<file path="config.mk">
export PLATFORM = sky130hd
export DESIGN_NAME = ref_clk_train_ctrl_flat
export DESIGN_NICKNAME = d
export VERILOG_FILES = /design/src/rtl/ref_clk_train_ctrl_if.sv /design/src/rtl/ref_clk_train_ctrl.sv /design/src/flat_wrapper.sv
export SDC_FILE = /design/constraint.sdc
export NUM_CORES = 1
export LEC_CHECK = 0
export BUFFER_PORTS_ARGS = -buffer_cell sky130_fd_sc_hd__buf_4
export CELL_PAD_IN_SITES_DETAIL_PLACEMENT = 1
export CELL_PAD_IN_SITES_GLOBAL_PLACEMENT = 2
export CORE_UTILIZATION = 39
export DETAILED_ROUTE_END_ITERATION = 7
export PLACE_DENSITY_LB_ADDON = 0.08
export SYNTH_ARGS = -nofsm -noshare
export SYNTH_HDL_FRONTEND = slang
export SYNTH_SLANG_ARGS = --single-unit
</file>
<file path="constraint.sdc">
create_clock -name FAB_CLK -period 13.3 [get_ports FAB_CLK]
set_input_delay 2.66 -clock FAB_CLK [delete_from_list [all_inputs] [get_ports FAB_CLK]]
set_output_delay 2.66 -clock FAB_CLK [all_outputs]
set_load 0.005 [all_outputs]
</file>
<file path="src/rtl/ref_clk_train_ctrl_if.sv">
// Handshake and per-lane IOD control bundle for the reference-clock training sequencer.
// master = training requester / IOD side, slave = sequencer.
interface ref_clk_train_ctrl_if #(
    parameter int N_LANES  = 4,
    parameter int DLY_TAPS = 128
);
    localparam int TW = $clog2(DLY_TAPS) + 1;

    logic                    TRAIN_START;
    logic [N_LANES-1:0]      TRAIN_LANE_MASK;
    logic [N_LANES-1:0]      EYE_MONITOR_EARLY;
    logic [N_LANES-1:0]      EYE_MONITOR_LATE;
    logic [N_LANES-1:0]      DELAY_LINE_OUT_OF_RANGE;
    logic [N_LANES-1:0]      DELAY_LINE_MOVE;
    logic [N_LANES-1:0]      DELAY_LINE_DIRECTION;
    logic [N_LANES-1:0]      DELAY_LINE_LOAD;
    logic [N_LANES-1:0]      EYE_MONITOR_CLEAR_FLAGS;
    logic                    TRAIN_BUSY;
    logic                    TRAIN_DONE;
    logic [N_LANES-1:0]      TRAIN_PASS;
    logic [N_LANES*TW-1:0]   LANE_TAP;
    logic [N_LANES*TW-1:0]   LANE_EYE_WIDTH;

    modport master (
        output TRAIN_START, TRAIN_LANE_MASK, EYE_MONITOR_EARLY, EYE_MONITOR_LATE,
               DELAY_LINE_OUT_OF_RANGE,
        input  DELAY_LINE_MOVE, DELAY_LINE_DIRECTION, DELAY_LINE_LOAD,
               EYE_MONITOR_CLEAR_FLAGS, TRAIN_BUSY, TRAIN_DONE, TRAIN_PASS,
               LANE_TAP, LANE_EYE_WIDTH
    );

    modport slave (
        input  TRAIN_START, TRAIN_LANE_MASK, EYE_MONITOR_EARLY, EYE_MONITOR_LATE,
               DELAY_LINE_OUT_OF_RANGE,
        output DELAY_LINE_MOVE, DELAY_LINE_DIRECTION, DELAY_LINE_LOAD,
               EYE_MONITOR_CLEAR_FLAGS, TRAIN_BUSY, TRAIN_DONE, TRAIN_PASS,
               LANE_TAP, LANE_EYE_WIDTH
    );
endinterface

</file>
<file path="src/rtl/ref_clk_train_ctrl.sv">
// Reference-clock training sequencer: per lane, sweeps the delay line over all taps,
// tracks the widest passing window from the eye-monitor flags and parks at its centre.
module ref_clk_train_ctrl #(
    parameter int N_LANES    = 4,
    parameter int DLY_TAPS   = 128,
    parameter int SETTLE_CYC = 8,
    parameter int SAMPLE_CYC = 16,
    parameter int MIN_EYE    = 4
) (
    input logic FAB_CLK,
    input logic ARST,
    ref_clk_train_ctrl_if.slave bus
);
    localparam int TW = $clog2(DLY_TAPS) + 1;
    localparam int LW = (N_LANES > 1) ? $clog2(N_LANES) : 1;
    localparam int CW = 16;
    localparam logic [N_LANES-1:0] LANE_ONE = N_LANES'(1);

    typedef enum logic [3:0] {
        S_IDLE, S_LOAD, S_SETTLE, S_CLEAR, S_SAMPLE, S_EVAL, S_MOVE, S_CENTER, S_NEXT, S_DONE
    } state_t;

    state_t                state_q;
    logic [LW-1:0]         lane_q;
    logic [N_LANES-1:0]    mask_q;
    logic [TW-1:0]         tap_q, target_q;
    logic [CW-1:0]         cnt_q;
    logic                  fail_q, open_q, cphase_q;
    logic [TW-1:0]         cur_start_q, cur_w_q, best_start_q, best_w_q;
    logic [N_LANES-1:0]    move_q, dir_q, load_q, clr_q, pass_q;
    logic                  busy_q, done_q;
    logic [N_LANES*TW-1:0] lane_tap_q, lane_w_q;

    logic [TW-1:0]         cur_start_d, cur_w_d, best_start_d, best_w_d, target_d;
    logic                  open_d, close_c, sweep_end;
    logic [N_LANES-1:0]    lane_oh, scan_mask;
    int unsigned           scan_from;
    logic                  found;
    logic [LW-1:0]         nxt_lane;

    assign bus.DELAY_LINE_MOVE         = move_q;
    assign bus.DELAY_LINE_DIRECTION    = dir_q;
    assign bus.DELAY_LINE_LOAD         = load_q;
    assign bus.EYE_MONITOR_CLEAR_FLAGS = clr_q;
    assign bus.TRAIN_BUSY              = busy_q;
    assign bus.TRAIN_DONE              = done_q;
    assign bus.TRAIN_PASS              = pass_q;
    assign bus.LANE_TAP                = lane_tap_q;
    assign bus.LANE_EYE_WIDTH          = lane_w_q;

    assign lane_oh = LANE_ONE << lane_q;

    // Lowest enabled lane at or above scan_from; masked lanes cost no cycles.
    always_comb begin
        scan_mask = (state_q == S_IDLE) ? bus.TRAIN_LANE_MASK : mask_q;
        scan_from = (state_q == S_IDLE) ? 0 : int'(unsigned'(lane_q)) + 1;
        found     = 1'b0;
        nxt_lane  = '0;
        for (int unsigned i = 0; i < N_LANES; i++) begin
            if (!found && scan_mask[i] && i >= scan_from) begin
                found    = 1'b1;
                nxt_lane = LW'(i);
            end
        end
    end

    // Window bookkeeping for the tap just sampled; a window still open at sweep end is closed here too.
    always_comb begin
        sweep_end    = (tap_q == TW'(DLY_TAPS - 1)) || bus.DELAY_LINE_OUT_OF_RANGE[lane_q];
        cur_start_d  = cur_start_q;
        cur_w_d      = cur_w_q;
        open_d       = open_q;
        best_start_d = best_start_q;
        best_w_d     = best_w_q;
        close_c      = 1'b0;
        if (!fail_q) begin
            if (!open_q) begin
                cur_start_d = tap_q;
                cur_w_d     = TW'(1);
                open_d      = 1'b1;
            end else begin
                cur_w_d = cur_w_q + 1'b1;
            end
            close_c = sweep_end;
        end else begin
            close_c = open_q;
        end
        if (close_c) begin
            open_d = 1'b0;
            if (cur_w_d > best_w_q) begin
                best_start_d = cur_start_d;
                best_w_d     = cur_w_d;
            end
        end
        target_d = best_start_d + (best_w_d >> 1);
    end

    always_ff @(posedge FAB_CLK or posedge ARST) begin
        if (ARST) begin
            state_q      <= S_IDLE;
            lane_q       <= '0;
            mask_q       <= '0;
            tap_q        <= '0;
            target_q     <= '0;
            cnt_q        <= '0;
            fail_q       <= 1'b0;
            open_q       <= 1'b0;
            cphase_q     <= 1'b0;
            cur_start_q  <= '0;
            cur_w_q      <= '0;
            best_start_q <= '0;
            best_w_q     <= '0;
            move_q       <= '0;
            dir_q        <= '0;
            load_q       <= '0;
            clr_q        <= '0;
            pass_q       <= '0;
            busy_q       <= 1'b0;
            done_q       <= 1'b0;
            lane_tap_q   <= '0;
            lane_w_q     <= '0;
        end else begin
            move_q <= '0;
            dir_q  <= '0;
            load_q <= '0;
            clr_q  <= '0;
            done_q <= 1'b0;
            case (state_q)
                S_IDLE: if (bus.TRAIN_START) begin
                    mask_q     <= bus.TRAIN_LANE_MASK;
                    pass_q     <= '0;
                    lane_tap_q <= '0;
                    lane_w_q   <= '0;
                    if (found) begin
                        busy_q  <= 1'b1;
                        lane_q  <= nxt_lane;
                        load_q  <= LANE_ONE << nxt_lane;
                        state_q <= S_LOAD;
                    end else begin
                        done_q  <= 1'b1;
                        state_q <= S_DONE;
                    end
                end
                S_LOAD: begin
                    tap_q        <= '0;
                    open_q       <= 1'b0;
                    cur_start_q  <= '0;
                    cur_w_q      <= '0;
                    best_start_q <= '0;
                    best_w_q     <= '0;
                    cnt_q        <= '0;
                    state_q      <= S_SETTLE;
                end
                S_SETTLE: begin
                    if (cnt_q == CW'(SETTLE_CYC - 1)) begin
                        clr_q   <= lane_oh;
                        state_q <= S_CLEAR;
                    end else begin
                        cnt_q <= cnt_q + 1'b1;
                    end
                end
                S_CLEAR: begin
                    fail_q  <= 1'b0;
                    cnt_q   <= '0;
                    state_q <= S_SAMPLE;
                end
                S_SAMPLE: begin
                    fail_q <= fail_q | bus.EYE_MONITOR_EARLY[lane_q] | bus.EYE_MONITOR_LATE[lane_q];
                    if (cnt_q == CW'(SAMPLE_CYC - 1)) state_q <= S_EVAL;
                    else                               cnt_q   <= cnt_q + 1'b1;
                end
                S_EVAL: begin
                    cur_start_q  <= cur_start_d;
                    cur_w_q      <= cur_w_d;
                    open_q       <= open_d;
                    best_start_q <= best_start_d;
                    best_w_q     <= best_w_d;
                    if (sweep_end) begin
                        target_q <= target_d;
                        cphase_q <= 1'b0;
                        state_q  <= S_CENTER;
                    end else begin
                        move_q  <= lane_oh;
                        dir_q   <= lane_oh;
                        tap_q   <= tap_q + 1'b1;
                        state_q <= S_MOVE;
                    end
                end
                S_MOVE: begin
                    cnt_q   <= '0;
                    state_q <= S_SETTLE;
                end
                // cphase_q marks the cycle the decrement pulse is on the line; the next is its idle slot.
                S_CENTER: begin
                    if (cphase_q) begin
                        cphase_q <= 1'b0;
                    end else if (best_w_q < TW'(MIN_EYE)) begin
                        load_q                          <= lane_oh;
                        pass_q[lane_q]                  <= 1'b0;
                        lane_tap_q[int'(lane_q)*TW +: TW] <= '0;
                        lane_w_q[int'(lane_q)*TW +: TW]   <= best_w_q;
                        state_q                         <= S_NEXT;
                    end else if (tap_q != target_q) begin
                        move_q   <= lane_oh;
                        tap_q    <= tap_q - 1'b1;
                        cphase_q <= 1'b1;
                    end else begin
                        pass_q[lane_q]                  <= 1'b1;
                        lane_tap_q[int'(lane_q)*TW +: TW] <= target_q;
                        lane_w_q[int'(lane_q)*TW +: TW]   <= best_w_q;
                        state_q                         <= S_NEXT;
                    end
                end
                S_NEXT: begin
                    if (found) begin
                        lane_q  <= nxt_lane;
                        load_q  <= LANE_ONE << nxt_lane;
                        state_q <= S_LOAD;
                    end else begin
                        done_q  <= 1'b1;
                        busy_q  <= 1'b0;
                        state_q <= S_DONE;
                    end
                end
                S_DONE:  state_q <= S_IDLE;
                default: state_q <= S_IDLE;
            endcase
        end
    end
endmodule
</file>
<file path="src/flat_wrapper.sv">
// flat-port wrapper written by rule: the top's interface ports become plain ports
module ref_clk_train_ctrl_flat 
#(
    parameter int N_LANES    = 4,
    parameter int DLY_TAPS   = 128,
    parameter int SETTLE_CYC = 8,
    parameter int SAMPLE_CYC = 16,
    parameter int MIN_EYE    = 4
)
  (FAB_CLK, ARST, bus_TRAIN_START, bus_TRAIN_LANE_MASK, bus_EYE_MONITOR_EARLY, bus_EYE_MONITOR_LATE, bus_DELAY_LINE_OUT_OF_RANGE, bus_DELAY_LINE_MOVE, bus_DELAY_LINE_DIRECTION, bus_DELAY_LINE_LOAD, bus_EYE_MONITOR_CLEAR_FLAGS, bus_TRAIN_BUSY, bus_TRAIN_DONE, bus_TRAIN_PASS, bus_LANE_TAP, bus_LANE_EYE_WIDTH);
  ref_clk_train_ctrl_if #(.N_LANES(N_LANES), .DLY_TAPS(DLY_TAPS)) bus_i ();
  input logic FAB_CLK;
  input logic ARST;
  input wire logic [$bits(bus_i.TRAIN_START)-1:0] bus_TRAIN_START;
  input wire logic [$bits(bus_i.TRAIN_LANE_MASK)-1:0] bus_TRAIN_LANE_MASK;
  input wire logic [$bits(bus_i.EYE_MONITOR_EARLY)-1:0] bus_EYE_MONITOR_EARLY;
  input wire logic [$bits(bus_i.EYE_MONITOR_LATE)-1:0] bus_EYE_MONITOR_LATE;
  input wire logic [$bits(bus_i.DELAY_LINE_OUT_OF_RANGE)-1:0] bus_DELAY_LINE_OUT_OF_RANGE;
  output wire logic [$bits(bus_i.DELAY_LINE_MOVE)-1:0] bus_DELAY_LINE_MOVE;
  output wire logic [$bits(bus_i.DELAY_LINE_DIRECTION)-1:0] bus_DELAY_LINE_DIRECTION;
  output wire logic [$bits(bus_i.DELAY_LINE_LOAD)-1:0] bus_DELAY_LINE_LOAD;
  output wire logic [$bits(bus_i.EYE_MONITOR_CLEAR_FLAGS)-1:0] bus_EYE_MONITOR_CLEAR_FLAGS;
  output wire logic [$bits(bus_i.TRAIN_BUSY)-1:0] bus_TRAIN_BUSY;
  output wire logic [$bits(bus_i.TRAIN_DONE)-1:0] bus_TRAIN_DONE;
  output wire logic [$bits(bus_i.TRAIN_PASS)-1:0] bus_TRAIN_PASS;
  output wire logic [$bits(bus_i.LANE_TAP)-1:0] bus_LANE_TAP;
  output wire logic [$bits(bus_i.LANE_EYE_WIDTH)-1:0] bus_LANE_EYE_WIDTH;
  assign bus_i.TRAIN_START = bus_TRAIN_START;
  assign bus_i.TRAIN_LANE_MASK = bus_TRAIN_LANE_MASK;
  assign bus_i.EYE_MONITOR_EARLY = bus_EYE_MONITOR_EARLY;
  assign bus_i.EYE_MONITOR_LATE = bus_EYE_MONITOR_LATE;
  assign bus_i.DELAY_LINE_OUT_OF_RANGE = bus_DELAY_LINE_OUT_OF_RANGE;
  assign bus_DELAY_LINE_MOVE = bus_i.DELAY_LINE_MOVE;
  assign bus_DELAY_LINE_DIRECTION = bus_i.DELAY_LINE_DIRECTION;
  assign bus_DELAY_LINE_LOAD = bus_i.DELAY_LINE_LOAD;
  assign bus_EYE_MONITOR_CLEAR_FLAGS = bus_i.EYE_MONITOR_CLEAR_FLAGS;
  assign bus_TRAIN_BUSY = bus_i.TRAIN_BUSY;
  assign bus_TRAIN_DONE = bus_i.TRAIN_DONE;
  assign bus_TRAIN_PASS = bus_i.TRAIN_PASS;
  assign bus_LANE_TAP = bus_i.LANE_TAP;
  assign bus_LANE_EYE_WIDTH = bus_i.LANE_EYE_WIDTH;
  ref_clk_train_ctrl #(.N_LANES(N_LANES), .DLY_TAPS(DLY_TAPS), .SETTLE_CYC(SETTLE_CYC), .SAMPLE_CYC(SAMPLE_CYC), .MIN_EYE(MIN_EYE)) u_core (.FAB_CLK(FAB_CLK), .ARST(ARST), .bus(bus_i));
endmodule
</file>
==> reports/qor.csv <==
metric,value,unit
crit_type,in -> reg,
track_usage,24.4,%
arrival,6.24,ns
drc,0,
antenna_found_initial,0,
io_buffers,104,
post_cts_buffers,0,
cts_tree,done,
synthToLayoutAreaGrowth,18.7,%
cts.sinks,163,
slew_viol_final,0,
clkTransAtPathRegs,0.07,ns
cap_viol_max_count,0,
gp_congestion,0.837,
synthDistinctLibCells,75,
setup_viol,0,
rsz0062_at_grt,false,
antenna_cells,0,
crit_fanout,34,
vdd.ir_drop.worst,0.0911,mV
vias,6965,
viasPerCell,5.56,
hold_viol,0,
synth-edff-count,0,
async_reset_ff_share,100,%
ys_ff_latch,163,
fp.dieH,148,µm
finalWirelength,25300,µm
grt_max_degree,93,
start_util,39.8,%
grt_pass1_wl,41500,µm
layout-drive-gt1-share,17.2,%
clock_tree.root_cell,clkbuf_16,
dp_hpwl,18500,µm
worstMarginPinSlew,1.28,ns
leakagePower,4.59,nW
clock_latency,0.44,ns
dpl_cell_area,9360,µm²
skew,0.0123,ns
grt_pass1_vias,7524,
drtPass1Iterations,5,
final.min_clock_period,5.91,ns
synth_ff_type,dfrtp_1,
cts.hold.buffers_added,0,
p_per_area,176,nW/µm²
fp.dieW,148,µm
final_antenna_net_count,0,
drt-initial-drc-count,336,
htree_num_levels,4,
hold_slack,0.487,ns
fin_crit_sh,44.5,%
syn_area,8360,µm²
numCtsBuffers,17,
fillCellCount,2404,
synth_seq_area_share,48.8,%
nNetsFinal,1013,
syn-num-nets,926,
core_area,21000,µm²
wl_per_cell,20.2,µm
maxSlewHeadroom,14.4,%
min_path_type,reg -> reg,
syn_avg_cell_area,9.53,µm²
grt_overflow_total,0,
yosysWarnings,0,
tns,0,ns
pin_count,105,
required,13.63,ns
critPathCaptureType,register,
final_area,9920,µm²
crit_path_start_kind,input port,
fmax,169,MHz
cts_resized,0,
ctsLongestPathBuffers,2,
netlist_instances,877,
placementRows,53,
status,"finished, final reports clean",
die_area,22000,µm²
==> per-layer routing <==
metal | vias up | track usage [%] | part of all wire, % | routed length, µm
met5 | - | 0 | 0 | 0
met3 | 24 | 4.02 | 2.7 | 680
met1 | 3581 | 30.9 | 44 | 11100
met2 | 100 | 42.7 | 52 | 13200
li1 | 3260 | - | - | -
met4 | 0 | 6.80 | 1.1 | 268
==> per-stage QoR <==
stage          worst slack (ns)  cells  utilization (%)  total power, mW
6_report                   7.39   1252             47.2             1.75
5_1_grt                    7.23   1252             47.2             1.86
4_1_cts                    7.40   1252             47.2             1.76
3_5_place_dp               6.95   1220             44.5             1.28
3_3_place_gp               7.08   1220             44.5             1.25
2_1_floorplan              6.24    877                -             1.07
==> synthesized netlist by cell type, types with 3 or more instances <==
library cell,number,area share (%)
dfrtp_1,163,49
or4_1,3,0.27
a21oi_2,3,0.31
nand3_1,44,2.6
nand2b_1,7,0.52
nor3_1,6,0.36
nand3b_1,3,0.27
a21oi_1,37,2.2
ha_1,28,4.2
a22o_1,43,4.5
or3_1,7,0.52
mux2i_1,13,1.6
xnor2_1,22,2.3
a31oi_1,5,0.37
buf_2,11,0.66
nor4_1,5,0.37
o21a_1,4,0.36
o21ai_1,3,0.18
nand4_1,7,0.52
and2_1,12,0.90
inv_1,54,2.4
clkbuf_1,28,1.3
mux2_2,6,0.81
and4_1,3,0.31
a21o_1,7,0.63
nor2_1,49,2.2
and3_1,13,0.97
nand2_1,119,5.3
maj3_1,3,0.36
o21ai_0,93,5.6
nor2b_1,3,0.22
o31ai_1,8,0.72
a21boi_1,3,0.27
xor2_1,6,0.63
==> path summary, 6_finish.rpt <==
kind                                           startpoint                             to  slack, ns  cells past startpoint
max in group asynchronous                            ARST             u_core.best_w_q[7]       9.42                      3
hold / removal                     u_core.best_start_q[7]         u_core.best_start_q[7]       0.49                      2
min in group asynchronous                            ARST  u_core.bus.DELAY_LINE_LOAD[0]       2.37                      2
setup reg to reg                            u_core.fail_q             u_core.target_q[6]       8.04                     19
setup / recovery           bus_DELAY_LINE_OUT_OF_RANGE[3]             u_core.target_q[6]       7.39                     17
hold reg to reg                    u_core.best_start_q[7]         u_core.best_start_q[7]       0.49                      2
==> placed cells by master, fill, tap and decap left out, drive strengths merged, types with 3 or more instances in the layout <==
master,instances
clkinv,4
nor2b,3
xor2,6
nand3,44
and2,13
or4,3
nand3b,3
ha,28
dfrtp,163
xnor2,22
nor2,50
a21o,7
clkbuf,20
a22o,43
nor3,7
clkinvlp,3
buf,110
nor4,6
o31ai,8
maj3,3
a21boi,3
or3,7
nand2b,7
o21ai,96
inv,59
nand4,7
and4,3
mux2,6
o211ai,3
a31oi,5
and3,13
nand2,120
o21a,4
a21oi,40
mux2i,13
==> power by group <==
| group | internal [mW] | switching (mW) |
|---|---|---|
| combinational | 0.214 | 0.399 |
| clock | 0.257 | 0.221 |
| sequential | 0.549 | 0.107 |
| total | 1.02 | 0.727 |
==> area by class of cell <==
| type | count | area [µm²] | share of cell area (%) |
|---|---|---|---|
| clock buffers | 20 | 467 | 4.70 |
| clock inverters | 12 | 96.3 | 0.971 |
| inverters | 54 | 208 | 2.09 |
| multi-input cells | 618 | 3900 | 39.3 |
| flip-flops and latches | 163 | 4080 | 41.1 |
| well taps | 275 | 344 | 3.47 |
| repair buffers | 110 | 826 | 8.32 |
==> critical path, cell delays in order <==
cell and delay [ns]:
buf_4 0.10, mux4_2 0.53, a211o_1 0.32, o211ai_2 0.08
a21oi_2 0.04, buf_4 0.25, nor2_1 0.14, a21oi_1 0.06
ha_1 0.25, fa_1 0.41, a21o_1 0.21, maj3_1 0.40
maj3_1 0.37, nand2_1 0.09, o2111a_1 0.17, nand2_1 0.07
o311ai_1 0.09
==> sequential cells by signal, indices dropped and copies added (netlist names) <==
register	flops
u_core.mask_q	4
u_core.bus.DELAY_LINE_LOAD	4
u_core.bus.LANE_EYE_WIDTH	32
u_core.state_q	4
u_core.cur_w_q	8
u_core.fail_q	1
u_core.bus.DELAY_LINE_DIRECTION	4
u_core.open_q	1
u_core.tap_q	8
u_core.bus.LANE_TAP	32
u_core.best_start_q	8
u_core.cphase_q	1
u_core.bus.DELAY_LINE_MOVE	4
u_core.bus.TRAIN_BUSY	1
u_core.cnt_q	16
u_core.bus.TRAIN_PASS	4
u_core.bus.TRAIN_DONE	1
u_core.bus.EYE_MONITOR_CLEAR_FLAGS	4
u_core.target_q	8
u_core.lane_q	2
u_core.cur_start_q	8
u_core.best_w_q	8
==> cells by family (layout without fill, tap and decap cells) <==
kind of cell	Yosys count	in the layout	synth area share, %
adder cells (fa/ha/maj)	33	33	5.03
multiplexers	20	20	2.63
flip-flops	163	163	48.8
AO/OA/AOI/OAI	238	238	18.6
XOR/XNOR	29	29	3.20
buffers and inverters	96	196	4.65
AND/OR/NAND/NOR	298	298	17.1
Note: power is estimated with default switching activity, not from simulation.
